### src/rtl/sram_ctrl_pkg.sv
// Shared types for the SRAM request/response front end: FSM states and
// the classification of an accepted request.
package sram_ctrl_pkg;

  typedef enum logic [1:0] {
    IDLE  = 2'd0,
    CMD   = 2'd1,
    MERGE = 2'd2,
    RSP   = 2'd3
  } sram_ctrl_state_e;

  typedef enum logic [1:0] {
    RD   = 2'd0,
    FULL = 2'd1,
    PART = 2'd2,
    NOP  = 2'd3
  } sram_req_cls_e;

endpackage

### src/rtl/sram_rw_if_t.sv
// Word-wide single-port SRAM command port: the master drives one command per
// cycle, the slave returns read data one cycle after a read command.
interface sram_rw_if_t #(
  parameter int AW = 15,
  parameter int DW = 32
);
  logic          cs;
  logic          wen;
  logic [AW-1:0] addr;
  logic [DW-1:0] wdata;
  logic [DW-1:0] rdata;

  modport mst (output cs, output wen, output addr, output wdata, input rdata);
  modport slv (input cs, input wen, input addr, input wdata, output rdata);
endinterface

### src/rtl/sram_byte_merge.sv
// Byte-lane merge for read-modify-write: strobed lanes take the new word,
// the rest keep the word read from the SRAM.
module sram_byte_merge #(
  parameter int DW = 32
) (
  input  logic [DW-1:0]   old_word,
  input  logic [DW-1:0]   new_word,
  input  logic [DW/8-1:0] strb,
  output logic [DW-1:0]   merged
);

  always_comb begin
    merged = old_word;
    for (int i = 0; i < DW/8; i++) begin
      if (strb[i]) merged[8*i +: 8] = new_word[8*i +: 8];
    end
  end

endmodule

### src/rtl/sram_ctrl.sv
// Single-outstanding byte-addressed request front end for a word SRAM;
// partial writes are carried out as read-modify-write.
module sram_ctrl
  import sram_ctrl_pkg::*;
#(
  parameter int AW = 15,
  parameter int DW = 32
) (
  input  logic                        clk,
  input  logic                        rst_n,
  input  logic                        req_vld,
  output logic                        req_rdy,
  input  logic [AW+$clog2(DW/8)-1:0]  req_addr,
  input  logic                        req_wen,
  input  logic [DW/8-1:0]             req_wstrb,
  input  logic [DW-1:0]               req_wdata,
  output logic                        rsp_vld,
  input  logic                        rsp_rdy,
  output logic [DW-1:0]               rsp_rdata,
  sram_rw_if_t.mst                    sram_rw_mst
);

  localparam int BW = DW/8;
  localparam int OW = $clog2(BW);

  sram_ctrl_state_e state;
  sram_req_cls_e    cls_p0;
  sram_req_cls_e    next_cls;
  logic [BW-1:0]    req_strb_p0;
  logic [DW-1:0]    req_wdata_p0;
  logic             cs_q;
  logic             wen_q;
  logic [AW-1:0]    addr_q;
  logic [DW-1:0]    wdata_q;
  logic [DW-1:0]    merged;
  logic             addr_lsb_unused;

  assign addr_lsb_unused = ^req_addr[OW-1:0];

  always_comb begin
    if (!req_wen)        next_cls = RD;
    else if (&req_wstrb) next_cls = FULL;
    else if (|req_wstrb) next_cls = PART;
    else                 next_cls = NOP;
  end

  // Request capture (data only, no reset needed)
  always_ff @(posedge clk) begin
    if (state == IDLE && req_vld) begin
      req_strb_p0  <= req_wstrb;
      req_wdata_p0 <= req_wdata;
    end
  end

  sram_byte_merge #(.DW(DW)) u_merge (
    .old_word (sram_rw_mst.rdata),
    .new_word (req_wdata_p0),
    .strb     (req_strb_p0),
    .merged   (merged)
  );

  // FSM and registered SRAM command; the command for CMD is loaded at accept
  always_ff @(posedge clk or negedge rst_n) begin
    if (!rst_n) begin
      state   <= IDLE;
      cls_p0  <= RD;
      cs_q    <= 1'b0;
      wen_q   <= 1'b0;
      addr_q  <= '0;
      wdata_q <= '0;
    end else begin
      unique case (state)
        IDLE: begin
          if (req_vld) begin
            state  <= CMD;
            cls_p0 <= next_cls;
            cs_q   <= (next_cls != NOP);
            wen_q  <= (next_cls == FULL);
            if (next_cls != NOP) addr_q  <= req_addr[AW+OW-1:OW];
            if (next_cls == FULL) wdata_q <= req_wdata;
          end
        end
        CMD: begin
          if (cls_p0 == PART) begin
            state <= MERGE;
            cs_q  <= 1'b1;
            wen_q <= 1'b1;
          end else begin
            state <= RSP;
            cs_q  <= 1'b0;
            wen_q <= 1'b0;
          end
        end
        MERGE: begin
          state   <= RSP;
          cs_q    <= 1'b0;
          wen_q   <= 1'b0;
          wdata_q <= merged;
        end
        RSP: begin
          if (rsp_rdy) state <= IDLE;
        end
        default: state <= IDLE;
      endcase
    end
  end

  // Read data only arrives the cycle after the read command, so the merge
  // result and the read response are steered from the SRAM port by state.
  assign sram_rw_mst.cs    = cs_q;
  assign sram_rw_mst.wen   = wen_q;
  assign sram_rw_mst.addr  = addr_q;
  assign sram_rw_mst.wdata = (state == MERGE) ? merged : wdata_q;

  assign req_rdy   = (state == IDLE);
  assign rsp_vld   = (state == RSP);
  assign rsp_rdata = (state == RSP && cls_p0 == RD) ? sram_rw_mst.rdata : '0;

endmodule

### src/flat_wrapper.sv
// flat-port wrapper written by rule: the top's interface ports become plain ports
module sram_ctrl_flat import sram_ctrl_pkg::*;
#(
  parameter int AW = 15,
  parameter int DW = 32
)
  (clk, rst_n, req_vld, req_rdy, req_addr, req_wen, req_wstrb, req_wdata, rsp_vld, rsp_rdy, rsp_rdata, sram_rw_mst_cs, sram_rw_mst_wen, sram_rw_mst_addr, sram_rw_mst_wdata, sram_rw_mst_rdata);
  sram_rw_if_t #(.AW(AW), .DW(DW)) sram_rw_mst_i ();
  input  logic clk;
  input  logic rst_n;
  input  logic req_vld;
  output logic req_rdy;
  input  logic [AW+$clog2(DW/8)-1:0] req_addr;
  input  logic req_wen;
  input  logic [DW/8-1:0] req_wstrb;
  input  logic [DW-1:0] req_wdata;
  output logic rsp_vld;
  input  logic rsp_rdy;
  output logic [DW-1:0] rsp_rdata;
  output wire logic [$bits(sram_rw_mst_i.cs)-1:0] sram_rw_mst_cs;
  output wire logic [$bits(sram_rw_mst_i.wen)-1:0] sram_rw_mst_wen;
  output wire logic [$bits(sram_rw_mst_i.addr)-1:0] sram_rw_mst_addr;
  output wire logic [$bits(sram_rw_mst_i.wdata)-1:0] sram_rw_mst_wdata;
  input wire logic [$bits(sram_rw_mst_i.rdata)-1:0] sram_rw_mst_rdata;
  assign sram_rw_mst_cs = sram_rw_mst_i.cs;
  assign sram_rw_mst_wen = sram_rw_mst_i.wen;
  assign sram_rw_mst_addr = sram_rw_mst_i.addr;
  assign sram_rw_mst_wdata = sram_rw_mst_i.wdata;
  assign sram_rw_mst_i.rdata = sram_rw_mst_rdata;
  sram_ctrl #(.AW(AW), .DW(DW)) u_core (.clk(clk), .rst_n(rst_n), .req_vld(req_vld), .req_rdy(req_rdy), .req_addr(req_addr), .req_wen(req_wen), .req_wstrb(req_wstrb), .req_wdata(req_wdata), .rsp_vld(rsp_vld), .rsp_rdy(rsp_rdy), .rsp_rdata(rsp_rdata), .sram_rw_mst(sram_rw_mst_i));
endmodule
### config.mk
export PLATFORM = sky130hd
export DESIGN_NAME = sram_ctrl_flat
export DESIGN_NICKNAME = d
export VERILOG_FILES = /design/src/rtl/sram_ctrl_pkg.sv /design/src/rtl/sram_rw_if_t.sv /design/src/rtl/sram_byte_merge.sv /design/src/rtl/sram_ctrl.sv /design/src/flat_wrapper.sv
export SDC_FILE = /design/constraint.sdc
export NUM_CORES = 1
export LEC_CHECK = 0
export CORE_UTILIZATION = 40
export DETAILED_ROUTE_END_ITERATION = 8
export PLACE_DENSITY = 0.73
export SETUP_SLACK_MARGIN = 0.1
export SYNTH_ARGS = -nofsm -noshare
export SYNTH_HDL_FRONTEND = slang
export SYNTH_SLANG_ARGS = --single-unit
export TNS_END_PERCENT = 30
### constraint.sdc
create_clock -name clk -period 2.78 [get_ports clk]
set_clock_uncertainty 0.2 [all_clocks]
set_input_delay 0.278 -clock clk [delete_from_list [all_inputs] [get_ports clk]]
set_output_delay 0.278 -clock clk [all_outputs]
set_load 0.02 [all_outputs]
# == Yosys cells after proc, flatten, opt, wreduce, memory -nomap -nowiden ==
# Index checks and enable logic that the tools add are counted.
# W data, S select, Z words.
# totals
reg_bits,89
inputBits,90
output_inout_bits,83
word_cells,51
# op_classes
n_eq_ne,9
n_mux,21
reduce_logical,13
# op_table
cell,count
$mux W32,4
$pmux W32 S2,1
$mux W8,4
$mux W2,4
$pmux W2 S4,1
$eq A2 B2 Y1 const B,3
$pmux W1 S3,2
$reduce_and A2 Y1,3
$reduce_and A3 Y1,2
$mux W1,5
$eq A2 B1 Y1 const B,2
$logic_not A2 Y1,2
$ne A2 B1 Y1 const B,2
$ne A2 B2 Y1 const B,2
$reduce_and A4 Y1,1
$reduce_or A4 Y1,1
$reduce_bool A3 Y1,1
$logic_and A1 B1 Y1,2
$reduce_bool A2 Y1,1

# == Depth between registers and ports, before layout ==
# Gate-level depths: netlist (run 1).
# logic_depth
depth_word,8
depth_mapped,7

# == Modules after synthesis ==
# Synthesis (run 1) repeated with hierarchy kept, for this count alone.
# hier_totals
cells_unflattened,420
hier_area_um2,4812.1
# by_module_without_submodules
module,instances,cells_per_inst,area_per_inst_um2,seq_area_each_um2
sram_ctrl,1,384,4286.6,2407.3
sram_byte_merge,1,36,525.5,0.0

# == Worst setup path after synthesis (run 1) ==
# No wires, ideal clock.
# synth_path
path_type,register to register
start,register u_core.state[0]
end,"register u_core.req_strb_p0[0], enable pin"
setup_time_ns,0.391
arrival_ns,1.776
required_time_ns,2.189
setup_slack_ns,0.413
path_stages_with_launch,5
n_path_buf,0
synth_period_minus_slack_ns,2.367
cell_sequence,dfrtp_1 -> inv_1 -> ha_1 -> nand2_1 -> inv_1
# synth_via
elab_chain_len,2
# synth_lines
element,line_no,text
"start, declared",sram_ctrl.sv:26,sram_ctrl_state_e state;
"start signal, assigned",sram_ctrl.sv:65,state <= IDLE;
"start signal, assigned",sram_ctrl.sv:75,state <= CMD;
"start signal, assigned",sram_ctrl.sv:85,state <= MERGE;
$logic_not A2 Y1,-,
named net req_rdy,flat_wrapper.sv:12,output logic req_rdy;
$logic_and A1 B1 Y1,sram_ctrl.sv:49,if (state == IDLE && req_vld) begin
"end signal, assigned",sram_ctrl.sv:50,req_strb_p0 <= req_wstrb;
"end, declared",sram_ctrl.sv:29,logic [BW-1:0] req_strb_p0;
# The timed path passes the listed nets, and every way through them passes these cells.
# A chain may end at the register's enable or synchronous reset.

# == Final worst setup path (run 1) ==
# layout_path
start,register u_core.state[0]
end,output port sram_rw_mst_wdata[7]
# layout_via
elab_chain_len,2
# layout_lines
element,line_no,text
$eq A2 B2 Y1,sram_ctrl.sv:113,assign sram_rw_mst.wdata = (state == MERGE) ? merged : wdata_q;
$mux W32,sram_ctrl.sv:113,
"end, declared",flat_wrapper.sv:23,output wire logic [$bits(sram_rw_mst_i.wdata)-1:0] sram_rw_mst_wdata;
# Every way passes these cells.

==> run_summary.xml, run 1 <==
<?xml version="1.0" encoding="UTF-8"?>
<metrics>
  <group name="grt">
    <metric name="grt_pass1_wl" unit="microns">17670</metric>
    <metric name="grt_pass1_vias" unit="">3696</metric>
    <metric name="globalRouteOverflowTotal" unit="">0</metric>
    <metric name="antenna_violations_before_repair" unit="">0</metric>
    <metric name="globalRouteTotalUtil" unit="">0.1955</metric>
    <metric name="maximum_number_of_pins_on_one_net_before_global_route_repair" unit="">54</metric>
  </group>
  <group name="timing">
    <metric name="fin_setup_tns" unit="ps">0</metric>
    <metric name="layout_min_cycle_time" unit="ps">2475</metric>
    <metric name="count_of_final_hold_check_violations" unit="">0</metric>
    <metric name="tightest_slew" unit="ps">728.9</metric>
    <metric name="total_of_endpoints_with_negative_setup_slack_in_the_final_report" unit="">0</metric>
    <metric name="fmaxAchievable" unit="MHz">404.0</metric>
    <metric name="timing.slew.headroom" unit="">0.5141</metric>
    <metric name="post-route-period-util" unit="">0.8904</metric>
    <metric name="setup_repair_after_global_routing_missed_its_margin" unit="">false</metric>
    <metric name="timing.final.max_slew_violations" unit="">0</metric>
  </group>
  <group name="clocking">
    <metric name="clk_pin_slew_worst_paths" unit="ps">90</metric>
    <metric name="clock_insertion_delay_worst_skew" unit="ps">350</metric>
    <metric name="cts_max_path_buffers" unit="">2</metric>
    <metric name="clock-sinks" unit="">89</metric>
    <metric name="cts_inserted_buffers" unit="">9</metric>
    <metric name="root_buffer" unit="">sky130_fd_sc_hd__clkbuf_8</metric>
    <metric name="h-tree-depth" unit="">3</metric>
    <metric name="cts_tree" unit="">done</metric>
  </group>
  <group name="logic_synthesis">
    <metric name="synth_simple_gate_area_share" unit="">0.1253</metric>
    <metric name="synth_top_cell_by_area" unit="">sky130_fd_sc_hd__dfrtp_1</metric>
    <metric name="post_synth.cell_area_avg" unit="sq um">11.41</metric>
    <metric name="share_of_yosys_cell_area_claimed_by_the_top_area_cell_type" unit="">0.2965</metric>
    <metric name="synth_top_cells_by_area" unit="">sky130_fd_sc_hd__dfrtp_1 (30%), sky130_fd_sc_hd__edfxtp_1 (24%), sky130_fd_sc_hd__mux2_2 (12%), sky130_fd_sc_hd__a21oi_1 (7.2%), sky130_fd_sc_hd__mux2i_1 (7.2%)</metric>
    <metric name="synth.mux.area_fraction" unit="">0.1924</metric>
    <metric name="synthAdderAreaFrac" unit="">0.01678</metric>
    <metric name="synth-compound-area-share" unit="">0.08979</metric>
    <metric name="synth-async-reset-ratio" unit="">0.5955</metric>
    <metric name="synth_top_flop_cell" unit="">sky130_fd_sc_hd__dfrtp_1</metric>
    <metric name="ys_warn_count" unit="">0</metric>
    <metric name="largest_family_of_logic_cells_by_synthesized_area" unit="">multiplexers</metric>
    <metric name="synth.yosys.seq_area_share" unit="">0.5382</metric>
    <metric name="postSynthCellCount" unit="">392</metric>
    <metric name="post_synth_design_cell_area" unit="sq mm">0.004473</metric>
    <metric name="synth_cell_type_count" unit="">32</metric>
    <metric name="xor_xnor_fraction_of_synth_area" unit="">0</metric>
    <metric name="synth_enable_flop_cells" unit="">36</metric>
    <metric name="ys_ff_latch" unit="">89</metric>
    <metric name="synth_nets" unit="">488</metric>
  </group>
  <group name="floorplanning">
    <metric name="std_cell_core_area" unit="sq mm">0.01089</metric>
    <metric name="initial_utilization" unit="">0.4108</metric>
    <metric name="core.rowCount" unit="">38</metric>
    <metric name="die_area" unit="sq mm">0.01161</metric>
    <metric name="die_height" unit="microns">107.7</metric>
    <metric name="die_width" unit="microns">107.7</metric>
    <metric name="ioPinCount" unit="">173</metric>
  </group>
  <group name="power">
    <metric name="cellInternalPower" unit="W">0.004330</metric>
    <metric name="clock_group_share_of_total_power" unit="">0.126</metric>
    <metric name="sw_frac_of_total" unit="">0.4009</metric>
    <metric name="peakVddDrop" unit="uV">558.1</metric>
    <metric name="power_frac_comb" unit="">0.573</metric>
    <metric name="pwr-share-seq" unit="">0.301</metric>
    <metric name="report.power.total" unit="W">0.007229</metric>
    <metric name="p_switching" unit="W">0.002898</metric>
    <metric name="total_leakage_power" unit="nW">3.275</metric>
    <metric name="power.density" unit="mW/mm^2">1085</metric>
  </group>
  <group name="detailed_routing">
    <metric name="avgRoutedWirePerCell" unit="microns">15.34</metric>
    <metric name="drt_iter0_drc" unit="">105</metric>
    <metric name="drtPass1Iterations" unit="">4</metric>
    <metric name="route.antenna.remaining_nets" unit="">0</metric>
    <metric name="vias_per_cell" unit="">4.942</metric>
    <metric name="total_vias_in_the_final_route" unit="">3479</metric>
    <metric name="route.final.wire_length" unit="microns">10800</metric>
    <metric name="drcViolationCount" unit="">0</metric>
  </group>
  <group name="run_status">
    <metric name="run_status" unit="">finished, final reports clean</metric>
  </group>
  <group name="finish">
    <metric name="area.sequential" unit="sq mm">0.002410</metric>
    <metric name="areaGrowthSynthToFinish" unit="%">48.90</metric>
    <metric name="fillerInstances" unit="">899</metric>
    <metric name="nets" unit="">655</metric>
    <metric name="antennaDiodeCount" unit="">0</metric>
    <metric name="total_area_of_multi_input_combinational_cells" unit="sq mm">0.001929</metric>
    <metric name="post_route_cells_drive_above_1_share" unit="">0.1401</metric>
  </group>
  <group name="critical_path">
    <metric name="cp_max_fo" unit="">53</metric>
    <metric name="critical_path_arrival" unit="ps">2000</metric>
    <metric name="critical_path.cell_chain" unit="">inv_1 -&gt; ha_4 -&gt; buf_12 -&gt; nor2_1 -&gt; a21oi_1 -&gt; dlygate4sd2_1</metric>
    <metric name="required_time_reported_for_the_critical_path_endpoint" unit="ps">2300</metric>
    <metric name="timing_worst_setup_path_type" unit="">reg2out</metric>
    <metric name="kind_of_end_point_of_the_critical_path" unit="">primary output</metric>
    <metric name="worst_setup_path_start_kind" unit="">flip-flop</metric>
    <metric name="crit_slowest_cell" unit="">sky130_fd_sc_hd__dfrtp_2</metric>
    <metric name="delay_of_the_slowest_critical_path_stage" unit="ps">440</metric>
  </group>
  <group name="placed_design">
    <metric name="detailed_place_hpwl" unit="microns">7689</metric>
    <metric name="place.gp.congestion" unit="">0.7361</metric>
    <metric name="io_buffers" unit="">170</metric>
  </group>
  <group name="min_path">
    <metric name="min-delay-path-class" unit="">reg2reg</metric>
  </group>
  <group name="flow_run">
    <metric name="max_cap_viol_count" unit="">0</metric>
  </group>
</metrics>
==> synth_stat cells (2+ instances only) <==
master                       n
sky130_fd_sc_hd__mux2_2     46
sky130_fd_sc_hd__and2_1     32
sky130_fd_sc_hd__ha_1        6
sky130_fd_sc_hd__inv_1       4
sky130_fd_sc_hd__nand2_1     3
sky130_fd_sc_hd__a2bb2oi_1   2
sky130_fd_sc_hd__buf_2      16
sky130_fd_sc_hd__clkbuf_1    5
sky130_fd_sc_hd__nor2b_1     2
sky130_fd_sc_hd__dfrtp_1    53
sky130_fd_sc_hd__o21ai_0     4
sky130_fd_sc_hd__mux2i_1    32
sky130_fd_sc_hd__nor2_1     67
sky130_fd_sc_hd__a21oi_1    64
sky130_fd_sc_hd__edfxtp_1   36
sky130_fd_sc_hd__buf_6       3
sky130_fd_sc_hd__mux2_1      2
==> cell usage in the layout (no fill, tap or decap), types with 3 or more instances in the layout <==
| master | netlist | layout |
|---|---|---|
| sky130_fd_sc_hd__buf_4 | 0 | 5 |
| sky130_fd_sc_hd__dlygate4sd2_1 | 0 | 18 |
| sky130_fd_sc_hd__buf_12 | 1 | 4 |
| sky130_fd_sc_hd__nor2_1 | 67 | 67 |
| sky130_fd_sc_hd__clkdlybuf4s50_1 | 0 | 105 |
| sky130_fd_sc_hd__mux2_2 | 46 | 46 |
| sky130_fd_sc_hd__o21ai_0 | 4 | 4 |
| sky130_fd_sc_hd__edfxtp_1 | 36 | 36 |
| sky130_fd_sc_hd__a21oi_1 | 64 | 64 |
| sky130_fd_sc_hd__ha_1 | 6 | 5 |
| sky130_fd_sc_hd__clkbuf_8 | 0 | 10 |
| sky130_fd_sc_hd__dfrtp_1 | 53 | 51 |
| sky130_fd_sc_hd__and2_1 | 32 | 32 |
| sky130_fd_sc_hd__nand2_1 | 3 | 3 |
| sky130_fd_sc_hd__dlymetal6s2s_1 | 0 | 46 |
| sky130_fd_sc_hd__inv_1 | 4 | 3 |
| sky130_fd_sc_hd__mux2i_1 | 32 | 32 |
==> path summary, 6_finish.rpt <==
kind,start,to,slack (ps),depth (start not counted)
worst max-delay path,u_core.state[0]$_DFFE_PN0P_,sram_rw_mst_wdata[7],300,6
worst min-delay path,u_core.wdata_q[1]$_DFFE_PN0P_,u_core.wdata_q[1]$_DFFE_PN0P_,300,1
worst max register to register,u_core.state[0]$_DFFE_PN0P_,u_core.wdata_q[14]$_DFFE_PN0P_,560,7
worst min register to register,u_core.wdata_q[1]$_DFFE_PN0P_,u_core.wdata_q[1]$_DFFE_PN0P_,300,1
max in group asynchronous,rst_n,u_core.wdata_q[1]$_DFFE_PN0P_,1490,3
min in group asynchronous,rst_n,u_core.wdata_q[2]$_DFFE_PN0P_,380,3
==> state kept, by name, indices dropped and copies added, names as in the netlist <==
| signal | count |
|---|---|
| u_core.cls_p0 | 2 |
| u_core.req_strb_p0 | 4 |
| u_core.req_wdata_p0 | 32 |
| u_core.sram_rw_mst.addr | 15 |
| u_core.sram_rw_mst.cs | 1 |
| u_core.sram_rw_mst.wen | 1 |
| u_core.state | 2 |
| u_core.wdata_q | 32 |
==> through the flow <==
stage | hold WS, ps | cell area [sq um] | std cells | util | setup WS, ps
3_3_place_gp | 265.8 | 6335 | 686 | 0.5818 | 339.4
5_1_grt | 291.8 | 6660 | 704 | 0.6117 | 119.7
6_report | 297.0 | 6660 | 704 | 0.6117 | 304.6
3_5_place_dp | 270.4 | 6335 | 686 | 0.5818 | 309.8
2_1_floorplan | -217.6 | 4473 | 392 | - | 413.5
4_1_cts | 293.8 | 6534 | 704 | 0.6001 | 36.97
==> layout make-up <==
class / count / area share
sequential: 89 / 0.3618
multi-input combinational: 274 / 0.2897
timing repair buffer: 181 / 0.2895
tap: 140 / 0.02630
clock buffer: 10 / 0.02067
clock inverter: 6 / 0.009769
inverter: 4 / 0.002254
==> worst max-delay path, delay by kind of cell, from the launching register on <==
family	cells	cell delay, ps
compound gates	1	120
fa+ha+maj	1	230
buf+inv	3	760
flops	1	440
simple gates	1	70
==> per-layer routing <==
layer / global-route usage / part of all wire / routed length, microns / vias to the layer above
met5: 0 / 0 / 0 / -
met4: 0.05675 / 0.013 / 136 / 0
met3: 0.05690 / 0.077 / 830 / 11
met2: 0.3416 / 0.50 / 5350 / 119
met1: 0.2318 / 0.42 / 4485 / 1631
li1: - / - / - / 1718
==> power by group through the flow <==
stage                     logic [W]  registers (W)  clock network, W
after floorplan             0.00248        0.00225                 0
after global placement      0.00429        0.00216                 0
after detailed placement    0.00435        0.00220                 0
after CTS                   0.00424        0.00217          0.000939
after global routing        0.00452        0.00224          0.000989
final                       0.00414        0.00217          0.000914
==> cell families after synthesis <==
logic type | Yosys count
flops | 89
fa+ha+maj | 6
mux | 80
buf+inv | 29
simple gates | 114
compound gates | 74
==> repair_timing <==
action	in CTS	in global routing
resized for setup	19	49
setup buffers	1	0
hold endpoints to repair	53	0
hold buffers	1	0
setup endpoints to repair	62	46
No activity file was read; power rests on OpenSTA's default activity.
==> run 2, diff against run 1 <==
Settings changed: SLEW_MARGIN set to 40.
Clock period 2.78 ns to 2.86 ns, I/O delays scaled along.
==> run 2 against run 1 <==
Effect of this change: via count increased by 0.37%; worst hold slack got worse by 35 ps; final cell count decreased by 0.28%; first-iteration DRC count decreased by 26%; setup slack got worse by 210 ps; critical path depth unchanged; non-clock buffer count decreased by 2; clock power decreased by 7.8%; sequential share of layout area about the same.
==> run_summary.xml, run 2 (synthesized netlist as in run 1, its figures left out) <==
<?xml version="1.0" encoding="UTF-8"?>
<metrics>
  <group name="clocking">
    <metric name="cts_inserted_buffers" unit="">9</metric>
    <metric name="cts_max_path_buffers" unit="">2</metric>
    <metric name="clk_pin_slew_worst_paths" unit="ps">90</metric>
    <metric name="cts_tree" unit="">done</metric>
    <metric name="clock-sinks" unit="">89</metric>
    <metric name="clock_insertion_delay_worst_skew" unit="ps">360</metric>
    <metric name="postCtsSetupRepairBufs" unit="">0</metric>
    <metric name="h-tree-depth" unit="">3</metric>
    <metric name="root_buffer" unit="">sky130_fd_sc_hd__clkbuf_8</metric>
  </group>
  <group name="timing">
    <metric name="layout_setup_ws" unit="ps">97.94</metric>
    <metric name="fmaxAchievable" unit="MHz">362.0</metric>
    <metric name="tightest_slew" unit="ps">535.5</metric>
    <metric name="layout_min_cycle_time" unit="ps">2762</metric>
    <metric name="total_of_endpoints_with_negative_setup_slack_in_the_final_report" unit="">0</metric>
    <metric name="post-route-period-util" unit="">0.9658</metric>
    <metric name="count_of_final_hold_check_violations" unit="">0</metric>
    <metric name="setup_repair_after_global_routing_missed_its_margin" unit="">true</metric>
    <metric name="timing.final.max_slew_violations" unit="">0</metric>
    <metric name="timing.slew.headroom" unit="">0.6430</metric>
  </group>
  <group name="grt">
    <metric name="antenna_violations_before_repair" unit="">0</metric>
    <metric name="maximum_number_of_pins_on_one_net_before_global_route_repair" unit="">66</metric>
    <metric name="globalRouteTotalUtil" unit="">0.1916</metric>
    <metric name="globalRouteOverflowTotal" unit="">0</metric>
    <metric name="grt_pass1_vias" unit="">3612</metric>
    <metric name="grt_pass1_wl" unit="microns">17090</metric>
  </group>
  <group name="placed_design">
    <metric name="detailedPlace.worstSlack" unit="ps">437.7</metric>
    <metric name="dpl_cell_area" unit="sq mm">0.006317</metric>
    <metric name="io_buffers" unit="">170</metric>
    <metric name="detailed_place_hpwl" unit="microns">7801</metric>
    <metric name="place.gp.congestion" unit="">0.7307</metric>
  </group>
  <group name="critical_path">
    <metric name="kind_of_end_point_of_the_critical_path" unit="">primary output</metric>
    <metric name="cp_max_fo" unit="">64</metric>
    <metric name="startpoint_of_the_most_critical_register_to_register_path" unit="">u_core.state[0]$_DFFE_PN0P_</metric>
    <metric name="timing_worst_setup_path_type" unit="">reg2out</metric>
    <metric name="critical_path_arrival" unit="ps">2280</metric>
    <metric name="worst_setup_path_start_kind" unit="">flip-flop</metric>
    <metric name="required_time_reported_for_the_critical_path_endpoint" unit="ps">2370</metric>
    <metric name="worstSetupStartpoint" unit="">u_core.state[0]$_DFFE_PN0P_</metric>
  </group>
  <group name="finish">
    <metric name="layout.cells.most_common_list" unit="">sky130_fd_sc_hd__clkdlybuf4s50_1 (115), sky130_fd_sc_hd__nor2_1 (67), sky130_fd_sc_hd__a21oi_1 (64), sky130_fd_sc_hd__dlymetal6s2s_1 (52), sky130_fd_sc_hd__dfrtp_1 (52)</metric>
    <metric name="fillerInstances" unit="">915</metric>
    <metric name="mostFrequentLayoutCell" unit="">sky130_fd_sc_hd__clkdlybuf4s50_1</metric>
    <metric name="final_cell_area" unit="sq mm">0.006663</metric>
    <metric name="final_core_util" unit="">0.6119</metric>
    <metric name="areaGrowthSynthToFinish" unit="%">48.95</metric>
    <metric name="antennaDiodeCount" unit="">0</metric>
    <metric name="nets" unit="">653</metric>
    <metric name="post_route_cells_drive_above_1_share" unit="">0.1370</metric>
  </group>
  <group name="power">
    <metric name="p_switching" unit="W">0.002836</metric>
    <metric name="total_leakage_power" unit="nW">3.296</metric>
    <metric name="power.density" unit="mW/mm^2">1058</metric>
    <metric name="pwr-share-seq" unit="">0.299</metric>
    <metric name="clock_group_share_of_total_power" unit="">0.120</metric>
    <metric name="cellInternalPower" unit="W">0.004215</metric>
    <metric name="power_frac_comb" unit="">0.582</metric>
    <metric name="peakVddDrop" unit="uV">637.6</metric>
    <metric name="sw_frac_of_total" unit="">0.4022</metric>
  </group>
  <group name="detailed_routing">
    <metric name="route.final.wire_length" unit="microns">10800</metric>
    <metric name="route.antenna.remaining_nets" unit="">0</metric>
    <metric name="total_vias_in_the_final_route" unit="">3492</metric>
    <metric name="vias_per_cell" unit="">4.974</metric>
    <metric name="drt_iter0_drc" unit="">78</metric>
    <metric name="avgRoutedWirePerCell" unit="microns">15.38</metric>
    <metric name="drtPass1Iterations" unit="">4</metric>
    <metric name="drcViolationCount" unit="">0</metric>
  </group>
  <group name="floorplanning">
    <metric name="core.rowCount" unit="">38</metric>
    <metric name="die_area" unit="sq mm">0.01161</metric>
    <metric name="std_cell_core_area" unit="sq mm">0.01089</metric>
    <metric name="die_width" unit="microns">107.7</metric>
    <metric name="ioPinCount" unit="">173</metric>
    <metric name="initial_utilization" unit="">0.4108</metric>
    <metric name="die_height" unit="microns">107.7</metric>
  </group>
  <group name="run_status">
    <metric name="run_status" unit="">finished, final reports clean</metric>
  </group>
  <group name="flow_run">
    <metric name="max_cap_viol_count" unit="">0</metric>
  </group>
  <group name="min_path">
    <metric name="min-delay-path-class" unit="">in2async</metric>
  </group>
</metrics>
## run 2: changes by cell type in the layout (fill, tap and decap cells not counted), sizes merged
cell	change
buf	-2
clkdlybuf4s50	+10
dlygate4sd2	-16
clkinvlp	+1
bufinv	-1
dlymetal6s2s	+6
## run 2: per-layer routing
layer | wire [microns] | global-route usage | vias to the layer above | share of wire
li1 | - | - | 1719 | -
met1 | 4445 | 0.2204 | 1652 | 0.41
met2 | 5360 | 0.3352 | 110 | 0.50
met3 | 866 | 0.06356 | 11 | 0.080
met4 | 122 | 0.05871 | 0 | 0.011
met5 | 0 | 0 | - | 0
## run 2: layout make-up
type,instances,area [sq um],area share
tap,140,175.2,0.02629
inverter,4,15.01,0.002254
clock inverter,6,47.55,0.007136
multi-input combinational,274,1929,0.2896
timing repair buffer,179,1938,0.2909
clock buffer,10,148.9,0.02235
sequential,89,2409,0.3615
## run 2: worst paths after layout
kind | endpoint | slack [ps] | cells past startpoint
max reg2reg | u_core.wdata_q[14]$_DFFE_PN0P_ | 510 | 7
min in group clk | u_core.wdata_q[1]$_DFFE_PN0P_ | 300 | 1
min reg2reg | u_core.wdata_q[1]$_DFFE_PN0P_ | 300 | 1
max in group asynchronous | u_core.wdata_q[17]$_DFFE_PN0P_ | 1590 | 3
max | sram_rw_mst_wdata[13] | 100 | 6
min | u_core.sram_rw_mst.addr[4]$_DFFE_PN0P_ | 260 | 2
## run 2: repair_timing
item / in CTS / in global routing
hold buffers: 1 / 0
gates resized for setup: 4 / 53
pin swaps: 0 / 0
hold endpoints to repair: 40 / 0
setup endpoints to repair: 51 / 62
## run 2: critical path, cell delays in order, from the launching register on
cell and delay (ps):
sky130_fd_sc_hd__dfrtp_1 430, sky130_fd_sc_hd__inv_1 170, sky130_fd_sc_hd__ha_4 190, sky130_fd_sc_hd__buf_12 240, sky130_fd_sc_hd__nor2_1 80, sky130_fd_sc_hd__a21oi_1 140
sky130_fd_sc_hd__clkdlybuf4s50_1 630
## run 2: metrics by stage
stage / hold slack [ps] / cells / power, W / setup TNS [ps]
floorplan: -209.6 / 392 / 0.004606 / 0
global placement: 272.4 / 685 / 0.006226 / 0
detailed placement: 115.6 / 685 / 0.006336 / 0
CTS: 256.3 / 702 / 0.007205 / 0
global route: 295.0 / 702 / 0.007511 / -11.84
finish: 261.5 / 702 / 0.007051 / 0
## run 2: power by group through the flow
| stage | registers (W) | logic, W | clock network (W) |
|---|---|---|---|
| floorplan | 0.00219 | 0.00242 | 0 |
| CTS | 0.00211 | 0.00422 | 0.000879 |
| global route | 0.00217 | 0.00442 | 0.000920 |
| finish | 0.00211 | 0.00410 | 0.000843 |
| detailed placement | 0.00213 | 0.00420 | 0 |
| global placement | 0.00210 | 0.00412 | 0 |
==> run 3, diff against run 2 <==
Settings changed: RECOVER_POWER set to 100.
==> run 3 against run 2 <==
Effect of this change: worst hold slack better by 36 ps; register-to-register slack worse by 170 ps; global-route usage stayed put; count of clock-buffer cells in the layout stayed put; critical endpoint unchanged; largest power group unchanged.
==> run_summary.xml, run 3 (synthesized netlist as in run 1, its figures left out) <==
<?xml version="1.0" encoding="UTF-8"?>
<metrics>
  <group name="run_status">
    <metric name="run_status" unit="">finished, final reports clean</metric>
  </group>
  <group name="critical_path">
    <metric name="critPathTopFamily" unit="">buffers and inverters</metric>
    <metric name="critical_path_arrival" unit="ps">2280</metric>
    <metric name="worst-r2r-cell-count" unit="">7</metric>
    <metric name="kind_of_end_point_of_the_critical_path" unit="">primary output</metric>
    <metric name="critical_path.cell_chain" unit="">inv_1 -&gt; ha_4 -&gt; buf_12 -&gt; nor2_1 -&gt; a21oi_1 -&gt; clkdlybuf4s50_1</metric>
    <metric name="crit_buf_inv" unit="">3</metric>
    <metric name="worst_setup_path_start_kind" unit="">flip-flop</metric>
    <metric name="crit_slowest_cell" unit="">sky130_fd_sc_hd__clkdlybuf4s50_1</metric>
    <metric name="delay_of_the_slowest_critical_path_stage" unit="ps">630</metric>
    <metric name="worstSetupStartpoint" unit="">u_core.state[0]$_DFFE_PN0P_</metric>
    <metric name="r2r_end" unit="">u_core.wdata_q[11]$_DFFE_PN0P_</metric>
    <metric name="required_time_reported_for_the_critical_path_endpoint" unit="ps">2370</metric>
    <metric name="worst-r2r-setup-slack" unit="ps">340</metric>
    <metric name="timing_worst_setup_path_type" unit="">reg2out</metric>
    <metric name="startpoint_of_the_most_critical_register_to_register_path" unit="">u_core.state[0]$_DFFE_PN0P_</metric>
    <metric name="cp_max_fo" unit="">64</metric>
  </group>
  <group name="floorplanning">
    <metric name="die_width" unit="microns">107.7</metric>
    <metric name="std_cell_core_area" unit="sq mm">0.01089</metric>
    <metric name="die_area" unit="sq mm">0.01161</metric>
    <metric name="ioPinCount" unit="">173</metric>
    <metric name="die_height" unit="microns">107.7</metric>
    <metric name="initial_utilization" unit="">0.4108</metric>
    <metric name="core.rowCount" unit="">38</metric>
  </group>
  <group name="timing">
    <metric name="setup_repair_after_global_routing_missed_its_margin" unit="">true</metric>
    <metric name="fmaxAchievable" unit="MHz">361.9</metric>
    <metric name="tightest_slew" unit="ps">1055</metric>
    <metric name="layout_min_cycle_time" unit="ps">2763</metric>
    <metric name="total_of_endpoints_with_negative_setup_slack_in_the_final_report" unit="">0</metric>
    <metric name="post-route-period-util" unit="">0.9662</metric>
    <metric name="timing.final.max_slew_violations" unit="">0</metric>
    <metric name="count_of_final_hold_check_violations" unit="">0</metric>
    <metric name="layout_setup_ws" unit="ps">96.62</metric>
    <metric name="timing.slew.headroom" unit="">0.2969</metric>
    <metric name="holdWs" unit="ps">297.6</metric>
  </group>
  <group name="finish">
    <metric name="final_core_util" unit="">0.5852</metric>
    <metric name="fillerInstances" unit="">955</metric>
    <metric name="finish.cell_count_without_fillers" unit="">704</metric>
    <metric name="areaGrowthSynthToFinish" unit="%">42.43</metric>
    <metric name="nets" unit="">653</metric>
    <metric name="layout.cells.most_common_list" unit="">sky130_fd_sc_hd__nor2_1 (67), sky130_fd_sc_hd__a21oi_1 (64), sky130_fd_sc_hd__clkdlybuf4s50_1 (61), sky130_fd_sc_hd__dlygate4sd3_1 (55), sky130_fd_sc_hd__dfrtp_1 (52)</metric>
    <metric name="post_route_cells_drive_above_1_share" unit="">0.1299</metric>
    <metric name="mostFrequentLayoutCell" unit="">sky130_fd_sc_hd__nor2_1</metric>
  </group>
  <group name="placed_design">
    <metric name="place.gp.congestion" unit="">0.7307</metric>
    <metric name="io_buffers" unit="">170</metric>
    <metric name="detailed_place_hpwl" unit="microns">7801</metric>
    <metric name="place.detailed.instances" unit="">685</metric>
    <metric name="detailedPlace.worstSlack" unit="ps">437.7</metric>
  </group>
  <group name="detailed_routing">
    <metric name="route.met3.wl" unit="microns">849</metric>
    <metric name="route.final.wire_length" unit="microns">10790</metric>
    <metric name="drtPass1Iterations" unit="">4</metric>
    <metric name="drcViolationCount" unit="">0</metric>
    <metric name="avgRoutedWirePerCell" unit="microns">15.33</metric>
    <metric name="total_vias_in_the_final_route" unit="">3489</metric>
    <metric name="drt-met1-wl" unit="microns">4536</metric>
    <metric name="vias_per_cell" unit="">4.956</metric>
    <metric name="met2_wirelength" unit="microns">5283</metric>
    <metric name="route.antenna.remaining_nets" unit="">0</metric>
    <metric name="drt_iter0_drc" unit="">80</metric>
    <metric name="dr.max_layer_used" unit="">met4</metric>
  </group>
  <group name="power">
    <metric name="peakVddDrop" unit="uV">631.0</metric>
    <metric name="total_leakage_power" unit="nW">2.750</metric>
    <metric name="power.density" unit="mW/mm^2">1074</metric>
  </group>
  <group name="min_path">
    <metric name="hold_path.startpoint" unit="">u_core.wdata_q[1]$_DFFE_PN0P_</metric>
    <metric name="min_delay_worst_endpoint" unit="">u_core.wdata_q[1]$_DFFE_PN0P_</metric>
    <metric name="worstHoldPathCells" unit="">1</metric>
    <metric name="min-delay-path-class" unit="">reg2reg</metric>
  </group>
  <group name="grt">
    <metric name="globalRouteOverflowTotal" unit="">0</metric>
    <metric name="maximum_number_of_pins_on_one_net_before_global_route_repair" unit="">66</metric>
    <metric name="antenna_violations_before_repair" unit="">2</metric>
    <metric name="grt_pass1_vias" unit="">3612</metric>
    <metric name="globalRouteTotalUtil" unit="">0.1916</metric>
    <metric name="grt_pass1_wl" unit="microns">17090</metric>
  </group>
  <group name="clocking">
    <metric name="postCtsSetupRepairBufs" unit="">0</metric>
    <metric name="cts_max_path_buffers" unit="">2</metric>
    <metric name="root_buffer" unit="">sky130_fd_sc_hd__clkbuf_8</metric>
    <metric name="cts_tree" unit="">done</metric>
    <metric name="clock_insertion_delay_worst_skew" unit="ps">360</metric>
    <metric name="clk_pin_slew_worst_paths" unit="ps">90</metric>
    <metric name="clock-sinks" unit="">89</metric>
    <metric name="h-tree-depth" unit="">3</metric>
    <metric name="cts_inserted_buffers" unit="">9</metric>
  </group>
  <group name="flow_run">
    <metric name="max_cap_viol_count" unit="">0</metric>
  </group>
</metrics>
==> run 3: cell types whose count changed in the layout (fill, tap and decap cells not counted), moves of 2 or more <==
cell                              before  now
sky130_fd_sc_hd__buf_4                 5    0
sky130_fd_sc_hd__clkbuf_1              0   30
sky130_fd_sc_hd__clkbuf_2              0    4
sky130_fd_sc_hd__clkdlybuf4s50_1     115   61
sky130_fd_sc_hd__diode_2               0    2
sky130_fd_sc_hd__dlygate4sd3_1         1   55
sky130_fd_sc_hd__dlymetal6s2s_1       52   24
==> run 3: worst register-to-register path, stage by stage (launching register included) <==
cell	delay, ps
sky130_fd_sc_hd__dfrtp_1	430
sky130_fd_sc_hd__inv_1	170
sky130_fd_sc_hd__ha_4	190
sky130_fd_sc_hd__buf_12	250
sky130_fd_sc_hd__inv_1	80
sky130_fd_sc_hd__o22ai_1	230
sky130_fd_sc_hd__clkbuf_2	460
sky130_fd_sc_hd__mux2_2	410
==> run 3: report_power, final <==
part	internal [W]	switching [W]
Combinational	0.00181	0.00209
Sequential	0.00184	0.000263
Clock	0.000377	0.000468
Total	0.00402	0.00282
==> run 3: how the worst max path moves through the flow <==
stage	endpoint	slack (ps)	cells after the start
floorplan	u_core.req_strb_p0[0]$_DFFE_PP_	490	4
global placement	rsp_rdata[6]	470	5
detailed placement	sram_rw_mst_wdata[25]	440	6
CTS	sram_rw_mst_wdata[30]	50	6
global route	sram_rw_mst_wdata[0]	-9	6
finish	sram_rw_mst_wdata[13]	100	6
==> run 3: layout make-up <==
type,instances,area [sq um],share of cell area
Inverter,4,15.01,0.002357
Timing Repair Buffer,179,1663,0.2610
Antenna cell,2,5.005,0.0007855
Multi-Input combinational cell,274,1908,0.2995
Sequential cell,89,2409,0.3780
Clock inverter,6,47.55,0.007463
Clock buffer,10,148.9,0.02337
Tap cell,140,175.2,0.02749
==> run 3: layer usage <==
metal / up-vias / GRT usage
met5: - / 0
met4: 0 / 0.05871
met3: 10 / 0.06356
met2: 106 / 0.3352
met1: 1645 / 0.2204
li1: 1728 / -
==> run 3: stage by stage <==
stage,TNS [ps],power [W],area [sq um]
finish,0,0.006843,6371
floorplan,0,0.004606,4473
detailed placement,0,0.006336,6317
global route,-11.84,0.007306,6369
CTS,0,0.007205,6526
global placement,0,0.006226,6315
==> run 3: what timing repair did <==
| item | 4_1_cts | 5_1_grt |
|---|---|---|
| hold endpoints to repair | 40 | 0 |
| setup endpoints to repair | 51 | 62 |
| resized for setup | 4 | 53 |
| hold buffers | 1 | 0 |
